[src/rtl/sha_job_scheduler.sv]
// rtl/sha_job_scheduler.sv - round-robin dispatch of a batch of SHA-256 jobs across NUM_CORES hash cores
module sha_job_scheduler #(
    parameter int NUM_CORES  = 4,
    parameter int MSG_STRIDE = 20,
    parameter int OUT_STRIDE = 8
) (
    input  logic                    clk,
    input  logic                    reset,
    input  logic                    start,
    input  logic [7:0]              num_jobs,
    input  logic [15:0]             message_base,
    input  logic [15:0]             output_base,
    output logic [NUM_CORES-1:0]    core_start,
    output logic [16*NUM_CORES-1:0] core_message_addr,
    output logic [16*NUM_CORES-1:0] core_output_addr,
    input  logic [NUM_CORES-1:0]    core_done,
    output logic                    busy,
    output logic                    done,
    output logic [7:0]              jobs_completed
);

    localparam logic [3:0]  NC       = 4'(NUM_CORES);
    localparam logic [15:0] MSG_STEP = 16'(MSG_STRIDE);
    localparam logic [15:0] OUT_STEP = 16'(OUT_STRIDE);

    typedef enum logic [1:0] {ST_IDLE, ST_RUN, ST_FIN} top_state_t;
    typedef enum logic [1:0] {SL_FREE, SL_LAUNCH, SL_ARMED, SL_RUN} slot_state_t;

    top_state_t  state;
    slot_state_t slot [NUM_CORES];

    logic [7:0]  num_jobs_q;
    logic [7:0]  issued;
    logic [15:0] msg_next;
    logic [15:0] out_next;
    logic [3:0]  rr_ptr;
    logic [3:0]  winner;
    logic [3:0]  idx;
    logic [3:0]  n_complete;
    logic        launch;
    logic        all_free;

    assign busy = (state == ST_RUN);

    // Round-robin search from rr_ptr; first free core reporting idle wins.
    always_comb begin
        launch     = 1'b0;
        winner     = '0;
        idx        = '0;
        all_free   = 1'b1;
        n_complete = '0;
        for (int i = 0; i < NUM_CORES; i++) begin
            if (slot[i] != SL_FREE) all_free = 1'b0;
            if (slot[i] == SL_RUN && core_done[i]) n_complete = n_complete + 4'd1;
        end
        if (state == ST_RUN && issued != num_jobs_q) begin
            for (int k = 0; k < NUM_CORES; k++) begin
                idx = rr_ptr + 4'(k);
                if (idx >= NC) idx = idx - NC;
                for (int i = 0; i < NUM_CORES; i++) begin
                    if (!launch && 4'(i) == idx && slot[i] == SL_FREE && core_done[i]) begin
                        launch = 1'b1;
                        winner = idx;
                    end
                end
            end
        end
    end

    always_ff @(posedge clk) begin
        if (reset) begin
            state             <= ST_IDLE;
            core_start        <= '0;
            core_message_addr <= '0;
            core_output_addr  <= '0;
            done              <= 1'b0;
            jobs_completed    <= '0;
            issued            <= '0;
            rr_ptr            <= '0;
            num_jobs_q        <= '0;
            msg_next          <= '0;
            out_next          <= '0;
            for (int i = 0; i < NUM_CORES; i++) slot[i] <= SL_FREE;
        end else begin
            done           <= 1'b0;
            core_start     <= '0;
            jobs_completed <= jobs_completed + {4'b0, n_complete};

            case (state)
                ST_IDLE: begin
                    if (start) begin
                        num_jobs_q     <= num_jobs;
                        msg_next       <= message_base;
                        out_next       <= output_base;
                        issued         <= '0;
                        rr_ptr         <= '0;
                        jobs_completed <= '0;
                        state          <= (num_jobs == 8'd0) ? ST_FIN : ST_RUN;
                    end
                end
                ST_RUN: begin
                    if (issued == num_jobs_q && all_free) state <= ST_FIN;
                end
                ST_FIN: begin
                    done  <= 1'b1;
                    state <= ST_IDLE;
                end
                default: state <= ST_IDLE;
            endcase

            // Running address accumulators replace a per-job multiply.
            if (launch) begin
                issued   <= issued + 8'd1;
                msg_next <= msg_next + MSG_STEP;
                out_next <= out_next + OUT_STEP;
                rr_ptr   <= (winner + 4'd1 == NC) ? 4'd0 : winner + 4'd1;
            end

            for (int i = 0; i < NUM_CORES; i++) begin
                case (slot[i])
                    SL_FREE: begin
                        if (launch && winner == 4'(i)) begin
                            slot[i]                      <= SL_LAUNCH;
                            core_start[i]                <= 1'b1;
                            core_message_addr[16*i +: 16] <= msg_next;
                            core_output_addr[16*i +: 16]  <= out_next;
                        end
                    end
                    SL_LAUNCH: slot[i] <= SL_ARMED;
                    SL_ARMED:  if (!core_done[i]) slot[i] <= SL_RUN;
                    SL_RUN:    if (core_done[i]) slot[i] <= SL_FREE;
                    default:   slot[i] <= SL_FREE;
                endcase
            end
        end
    end

endmodule

[config.mk]
export PLATFORM = sky130hd
export DESIGN_NAME = sha_job_scheduler
export DESIGN_NICKNAME = d
export VERILOG_FILES = /design/src/rtl/sha_job_scheduler.sv
export SDC_FILE = /design/constraint.sdc
export NUM_CORES = 1
export LEC_CHECK = 0
export CORE_MARGIN = 3
export CORE_UTILIZATION = 28
export CTS_CLUSTER_SIZE = 24
export DETAILED_ROUTE_END_ITERATION = 8
export REMOVE_ABC_BUFFERS = 1
export SYNTH_ARGS = -nofsm -noshare
export SYNTH_HDL_FRONTEND = slang
export SYNTH_SLANG_ARGS = --single-unit
[constraint.sdc]
create_clock -name clk -period 5.4 [get_ports clk]
set_clock_uncertainty 0.05 [all_clocks]
set_input_delay 0.81 -clock clk [delete_from_list [all_inputs] [get_ports clk]]
set_output_delay 0.81 -clock clk [all_outputs]
set_load 0.02 [all_outputs]
======== Word-level counts from Yosys, hierarchy flattened ========
Memory sizes are Yosys's and may differ from the RTL's.
Cells that the tools add are included.
storage, ports and cells
  bits in registers ....................... 195
  bits in latches ......................... 0
  memory bits (writable) .................. 8
  memory bits (read-only) ................. 0
  input bits .............................. 47
  output and inout bits ................... 142
  word-level logic and storage cells ...... 346
  memories ................................ 1
memories
  memory  words  bits a word  read ports  clocked after Yosys merged registers in  write ports  RTL line  RTL
  slot    4      2            4           0                                        4            30        slot_state_t slot [NUM_CORES];
cells by class
  add/sub/neg operators ................... 15
  $mul .................................... 0
  div/mod/pow operators ................... 0
  order comparisons ....................... 4
  equal/unequal tests ..................... 34
  shift-type cells ........................ 0
  mux-type cells .......................... 163
  bitwise operators ....................... 16
  reductions and logical operators ........ 96
operators with widths
  operator                                             number
  2-to-1 mux 4 bit                                     32
  2-to-1 mux 1 bit                                     100
  2-to-1 mux 16 bit                                    6
  logical AND 1 bit                                    57
  2-to-1 mux 8 bit                                     5
  2-to-1 mux 2 bit                                     19
  equality test 2 x 4 -> 1 bit, first input constant   8
  adder 4 x 1 -> 4 bit, second input constant          5
  logical NOT 4 bit                                    5
  equality test 2 bit, second input constant           9
  adder 16 x 4 -> 16 bit, second input constant        1
  adder 16 x 5 -> 16 bit, second input constant        1
  equality test 1 x 4 -> 1 bit, first input constant   4
  >= comparator 4 x 3 -> 1 bit, second input constant  4
  OR 1 bit                                             16
  subtractor 4 x 3 -> 4 bit, second input constant     4
  logical NOT 1 bit                                    15
  AND reduction 2 bit                                  7
  nonzero test 2 bit                                   6
  equality test 2 x 1 -> 1 bit, second input constant  5
  logical NOT 2 bit                                    5
  adder 4 x 2 -> 4 bit, second input constant          2
  adder 8 x 1 -> 8 bit, second input constant          1
  adder 8 x 4 -> 8 bit                                 1
  9 further kinds                                      10

======== Logic depth before layout (Yosys ltp) ========
  depth in word-level cells ............... 108
  mapped depth ............................ 18
  depth with buffers taken out ............ 17

======== Least setup slack after synthesis ========
OpenSTA, ideal clock, no wires.
  path type ............................... register to register
  start ................................... reg rr_ptr[1]
  end ..................................... reg core_message_addr[63]
  setup time .............................. 128 ps
  arrival time ............................ 3,480 ps
  data required time ...................... 5,222 ps
  path slack .............................. 1,743 ps
  cell stages (with the launch flop) ...... 18
  buffers on the path ..................... 1
  period minus slack after synthesis ...... 3,657 ps
  cells stage by stage .................... dfxtp_1 > inv_1 > ha_1 > a21oi_1 > xnor2_1 > ha_1 > a21boi_0 > a31oi_1 > or2_2 > o31ai_1 > nand2_1 > a21oi_1 > ha_1 > nand2_1 > nor3_4 > buf_6 > mux2i_1 > nor2_1
between the ends
  longest elaborated chain between the ends .. 101
  elaborated cells between the ends (all ways) .. 149
  those cells by class .................... add/sub: 7; order compare: 4; eq/ne: 13; mux: 57; reduce/logical: 68
RTL lines
  element                                                                    RTL line  RTL
  start: declaration                                                         36        logic [3:0] rr_ptr;
  start signal: assignment                                                   116       rr_ptr <= (winner + 4'd1 == NC) ? 4'd0 : winner + 4'd1;
  subtractor 4 x 3 -> 4 bit or >= comparator 4 x 3 -> 1 bit (tied branches)  59        if (idx >= NC) idx = idx - NC;
  2-to-1 mux 4 bit                                                           59
  2-to-1 mux 4 bit                                                           56        if (state == ST_RUN && issued != num_jobs_q) begin
  logical NOT 4 bit                                                          61        if (!launch && 4'(i) == idx && slot[i] == SL_FREE && core_done[i]) begin
  logical AND 1 bit (2 in a row)                                             61
  2-to-1 mux 1 bit                                                           61
  2-to-1 mux 1 bit                                                           56
  logical NOT 1 bit                                                          61
  [... 82 more ...]                                                          n/a
  2-to-1 mux 1 bit                                                           56
  logical NOT 1 bit                                                          61
  logical AND 1 bit (3 in a row)                                             61
  2-to-1 mux 4 bit                                                           61
  2-to-1 mux 4 bit                                                           56
  equality test 4 x 2 -> 1 bit                                               122       if (launch && winner == 4'(i)) begin
  logical AND 1 bit *                                                        122
  AND reduction 2 bit (no line) *                                            n/a
  end signal: indexed assignment                                             125       core_message_addr[16*i +: 16] <= msg_next;
  end: declaration                                                           14        output logic [16*NUM_CORES-1:0] core_message_addr,
Every way passes the cells marked *; elsewhere a longest branch is shown, timed or not. The select of a mux whose other input is x is not followed.
A chain may end at the register's enable or synchronous reset.

======== Worst setup path in the final report ========
  start ................................... reg rr_ptr[1]
  end ..................................... reg core_message_addr[58]
Same word-level chain as after synthesis.

==> impl_metrics.env <==
export IMPL_outcome="complete, no violations"
export IMPL_detail_route_vias_per_cell=4.777
export IMPL_fin_crit_ns=4.595
export IMPL_clock_latency_ns=0.52
export IMPL_dp_hpwl_um=17910
export IMPL_grt_pass1_vias=7557
export IMPL_io_buffer_count=188
export IMPL_synth_edf_count=8
export IMPL_clkTransAtPathRegs_ns=0.06
export IMPL_fin_cells=1595
export IMPL_fin_nets=1221
export IMPL_grt_usage_pct=14.76
export IMPL_grt_max_degree=119
export IMPL_grt_pass1_wl_um=42410
export IMPL_holdPathStages=2
export IMPL_worst_pin_slew_ns=1.166
export IMPL_powerDensity_nw_per_um2=301.4
export IMPL_fin_crit_sh_pct=85.10
export IMPL_post_cts_buffers=0
export IMPL_drc_errors=0
export IMPL_yosysUniqueCellTypes=65
export IMPL_rsz0062_at_grt="false"
export IMPL_yosys_top_cells_area="dfxtp_1 (42%), mux2i_1 (14%), nor2_1 (7.0%)"
export IMPL_met1_usage_pct=18.38
export IMPL_htreeDepth=1
export IMPL_syn_area_um2=9188
export IMPL_post_cts_resize_count=0
export IMPL_dieHeight_um=187.1
export IMPL_ys_seq_area_share_pct=45.10
export IMPL_max_stage_delay_ns=0.47
export IMPL_final_common_cell="dfxtp_1"
export IMPL_die_w_um=187.1
export IMPL_synth_avg_cell_area_um2=9.327
export IMPL_antenna_left=0
export IMPL_cts_buffer_depth=3
export IMPL_timing_rr_start="rr_ptr[1]$_SDFFE_PP0P_"
export IMPL_leakagePower_nw=4.275
export IMPL_initial_core_util_pct=28.75
export IMPL_vias=7619
export IMPL_antenna_cells=0
export IMPL_area_growth_pct=33.01
export IMPL_finalWirelength_um=26440
export IMPL_regToRegSetupSlack_ns=0.80
export IMPL_globalplace_congestion=0.7786
export IMPL_fmax_mhz=217.6
export IMPL_max_cap_violations=0
export IMPL_start_kind="register"
export IMPL_synth_flop_cell="dfxtp_1"
export IMPL_globalRouteOverflowTotal=0
export IMPL_die_area_um2=35020
export IMPL_finalSetupViolations=0
export IMPL_slew_violations=0
export IMPL_place_inst=1552
export IMPL_r2r_end="core_message_addr[58]$_SDFFE_PP0P_"
export IMPL_wl_per_cell_um=16.57
export IMPL_antenna_found_initial=3
export IMPL_worstPathCellList="inv_1 -> ha_1 -> a21oi_1 -> xnor2_1 -> ha_1 -> a21boi_0 -> a31oi_1 -> or2_2 -> o31ai_1 -> nand2_1 -> a21oi_1 -> ha_1 -> nand2_1 -> nor3_4 -> buf_4 -> mux2i_1 -> nor2_1"
export IMPL_yosysTopAreaCell="dfxtp_1"
export IMPL_use_met3_pct=4.704
export IMPL_min_delay_worst_endpoint="num_jobs_q[3]$_SDFFE_PP0P_"
export IMPL_busiest_layer="met2"
export IMPL_clock_sinks=203
export IMPL_synth_top_area_share_pct=42.49
export IMPL_fin_worst_hold_slack_ns=0.4177
export IMPL_cts_made_buffers=24
export IMPL_yosysWarnings=0
export IMPL_cp_max_fo=12
export IMPL_coreArea_um2=31960
export IMPL_async_reset_ff_share_pct=0
export IMPL_crit_arrival_ns=4.92
export IMPL_hp_class="register to register"
export IMPL_rows=65
export IMPL_drive_gt1_share_pct=5.603
export IMPL_use_met2_pct=25.04
export IMPL_tns_ns=0
export IMPL_critPathKind="register to register"
export IMPL_drt_initial_drc_count=348
export IMPL_hp_start="num_jobs_q[3]$_SDFFE_PP0P_"
export IMPL_slowest_stage="dfxtp_1"
export IMPL_cp_common_cell="ha_1"
export IMPL_cts_hold_buffers_added=0
export IMPL_irDropWorstVdd_mv=0.1881
export IMPL_ios=189
export IMPL_cts_root_buffer_cell="clkbuf_16"
export IMPL_cts_tree="built"
export IMPL_slew_headroom_pct=22.28
export IMPL_r2r_cells=17
export IMPL_firstDrtPassIters=5
export IMPL_synth_cells=985
export IMPL_hold_violations=0
export IMPL_ys_ff_latch=203
export IMPL_crit_path_end_kind="register"
export IMPL_final_cell_mix="dfxtp_1 (195), clkdlybuf4s50_1 (187), nor2_1 (170), mux2i_1 (128), nand2_1 (58)"
export IMPL_required_ns=5.73
==> state kept, by name, indices dropped and copies added, names as in the netlist <==
signal / flops
num_jobs_q: 8
state: 2
rr_ptr: 4
core_message_addr: 64
issued: 8
out_next: 16
done: 1
jobs_completed: 8
msg_next: 16
core_output_addr: 64
core_start: 4
slot: 8
==> critical path: cells and delay by family (launching register included) <==
family                     cells  cell delay (ns)
AOI/OAI and AO/OA              5             1.16
and+or+nand+nor                5             1.06
adders and majority gates      3             0.72
buffers and inverters          2             0.54
DFF                            1             0.47
muxes                          1             0.24
xor gates and xnor gates       1             0.20
==> cells by family (layout without fill, tap and decap cells) <==
logic type / count (synthesis) / count (layout) / share of synthesized area (%)
AND/OR/NAND/NOR: 378 / 378 / 20.16
flip-flops: 203 / 203 / 45.10
AO/OA/AOI/OAI: 132 / 132 / 9.478
multiplexers: 131 / 131 / 14.31
buffers and inverters: 88 / 263 / 4.603
adder cells (fa/ha/maj): 31 / 31 / 4.303
XOR/XNOR: 21 / 21 / 2.002
other: 1 / 1 / 0.04082
==> report_power, final <==
part	internal, mW	switching [mW]	total [mW]
clock network	1.02	0.647	1.67
registers	1.55	0.0721	1.63
logic	0.149	0.238	0.387
==> Yosys cell counts, types with 4 or more instances <==
library cell	n
nor3_1	20
dfxtp_1	195
nor2b_1	5
nand3b_1	15
buf_6	10
ha_1	30
or4_1	7
a21oi_1	44
edfxtp_1	8
nand4b_1	5
buf_1	4
nand2b_1	17
mux2i_1	128
a32oi_1	5
nor4b_1	6
and3_1	18
a32o_1	4
o311ai_0	10
xnor2_1	15
nand2_1	58
xor2_1	6
buf_2	5
a22oi_1	7
nor2_1	171
a22o_1	4
nor4_1	5
nand4_1	4
inv_1	19
o21ai_0	26
nor3b_1	11
nand3_1	23
clkbuf_1	46
==> stage by stage <==
step / area, um^2 / total power, mW / setup slack [ns] / util (%)
2_1_floorplan: 8840 / 1.861 / 0.3048 / -
3_3_place_gp: 11400 / 2.044 / 0.8669 / 35.67
3_5_place_dp: 11400 / 2.051 / 0.7371 / 35.67
4_1_cts: 12220 / 3.754 / 0.7891 / 38.23
5_1_grt: 12220 / 3.854 / 0.4436 / 38.23
6_report: 12220 / 3.684 / 0.8046 / 38.23
==> layer usage <==
layer / wire length (um) / share of wire (%)
met1: 11690 / 44
met2: 12330 / 47
met3: 1941 / 7.3
met4: 442 / 1.7
met5: 39 / 0.15
==> layout make-up <==
cell class / count / area (um^2)
Multi-Input combinational cell: 694 / 4639
Fill cell: 3221 / 19740
Tap cell: 435 / 544.3
Clock inverter: 9 / 98.84
Sequential cell: 203 / 4144
Clock buffer: 34 / 720.7
Inverter: 20 / 75.07
Timing Repair Buffer: 200 / 1998
==> how the worst max path moves through the flow <==
stage / to / from / cells past startpoint
after floorplan: slot[1][0]$_SDFFCE_PP0P_ / rr_ptr[1]$_SDFFE_PP0P_ / 15
after global placement: core_output_addr[50]$_SDFFE_PP0P_ / core_done[2] / 13
after detailed placement: core_output_addr[51]$_SDFFE_PP0P_ / core_done[2] / 13
after CTS: core_message_addr[58]$_SDFFE_PP0P_ / rr_ptr[1]$_SDFFE_PP0P_ / 17
after global routing: core_output_addr[52]$_SDFFE_PP0P_ / rr_ptr[1]$_SDFFE_PP0P_ / 17
final: core_message_addr[58]$_SDFFE_PP0P_ / rr_ptr[1]$_SDFFE_PP0P_ / 17
Note: power is estimated with default switching activity, not from simulation.
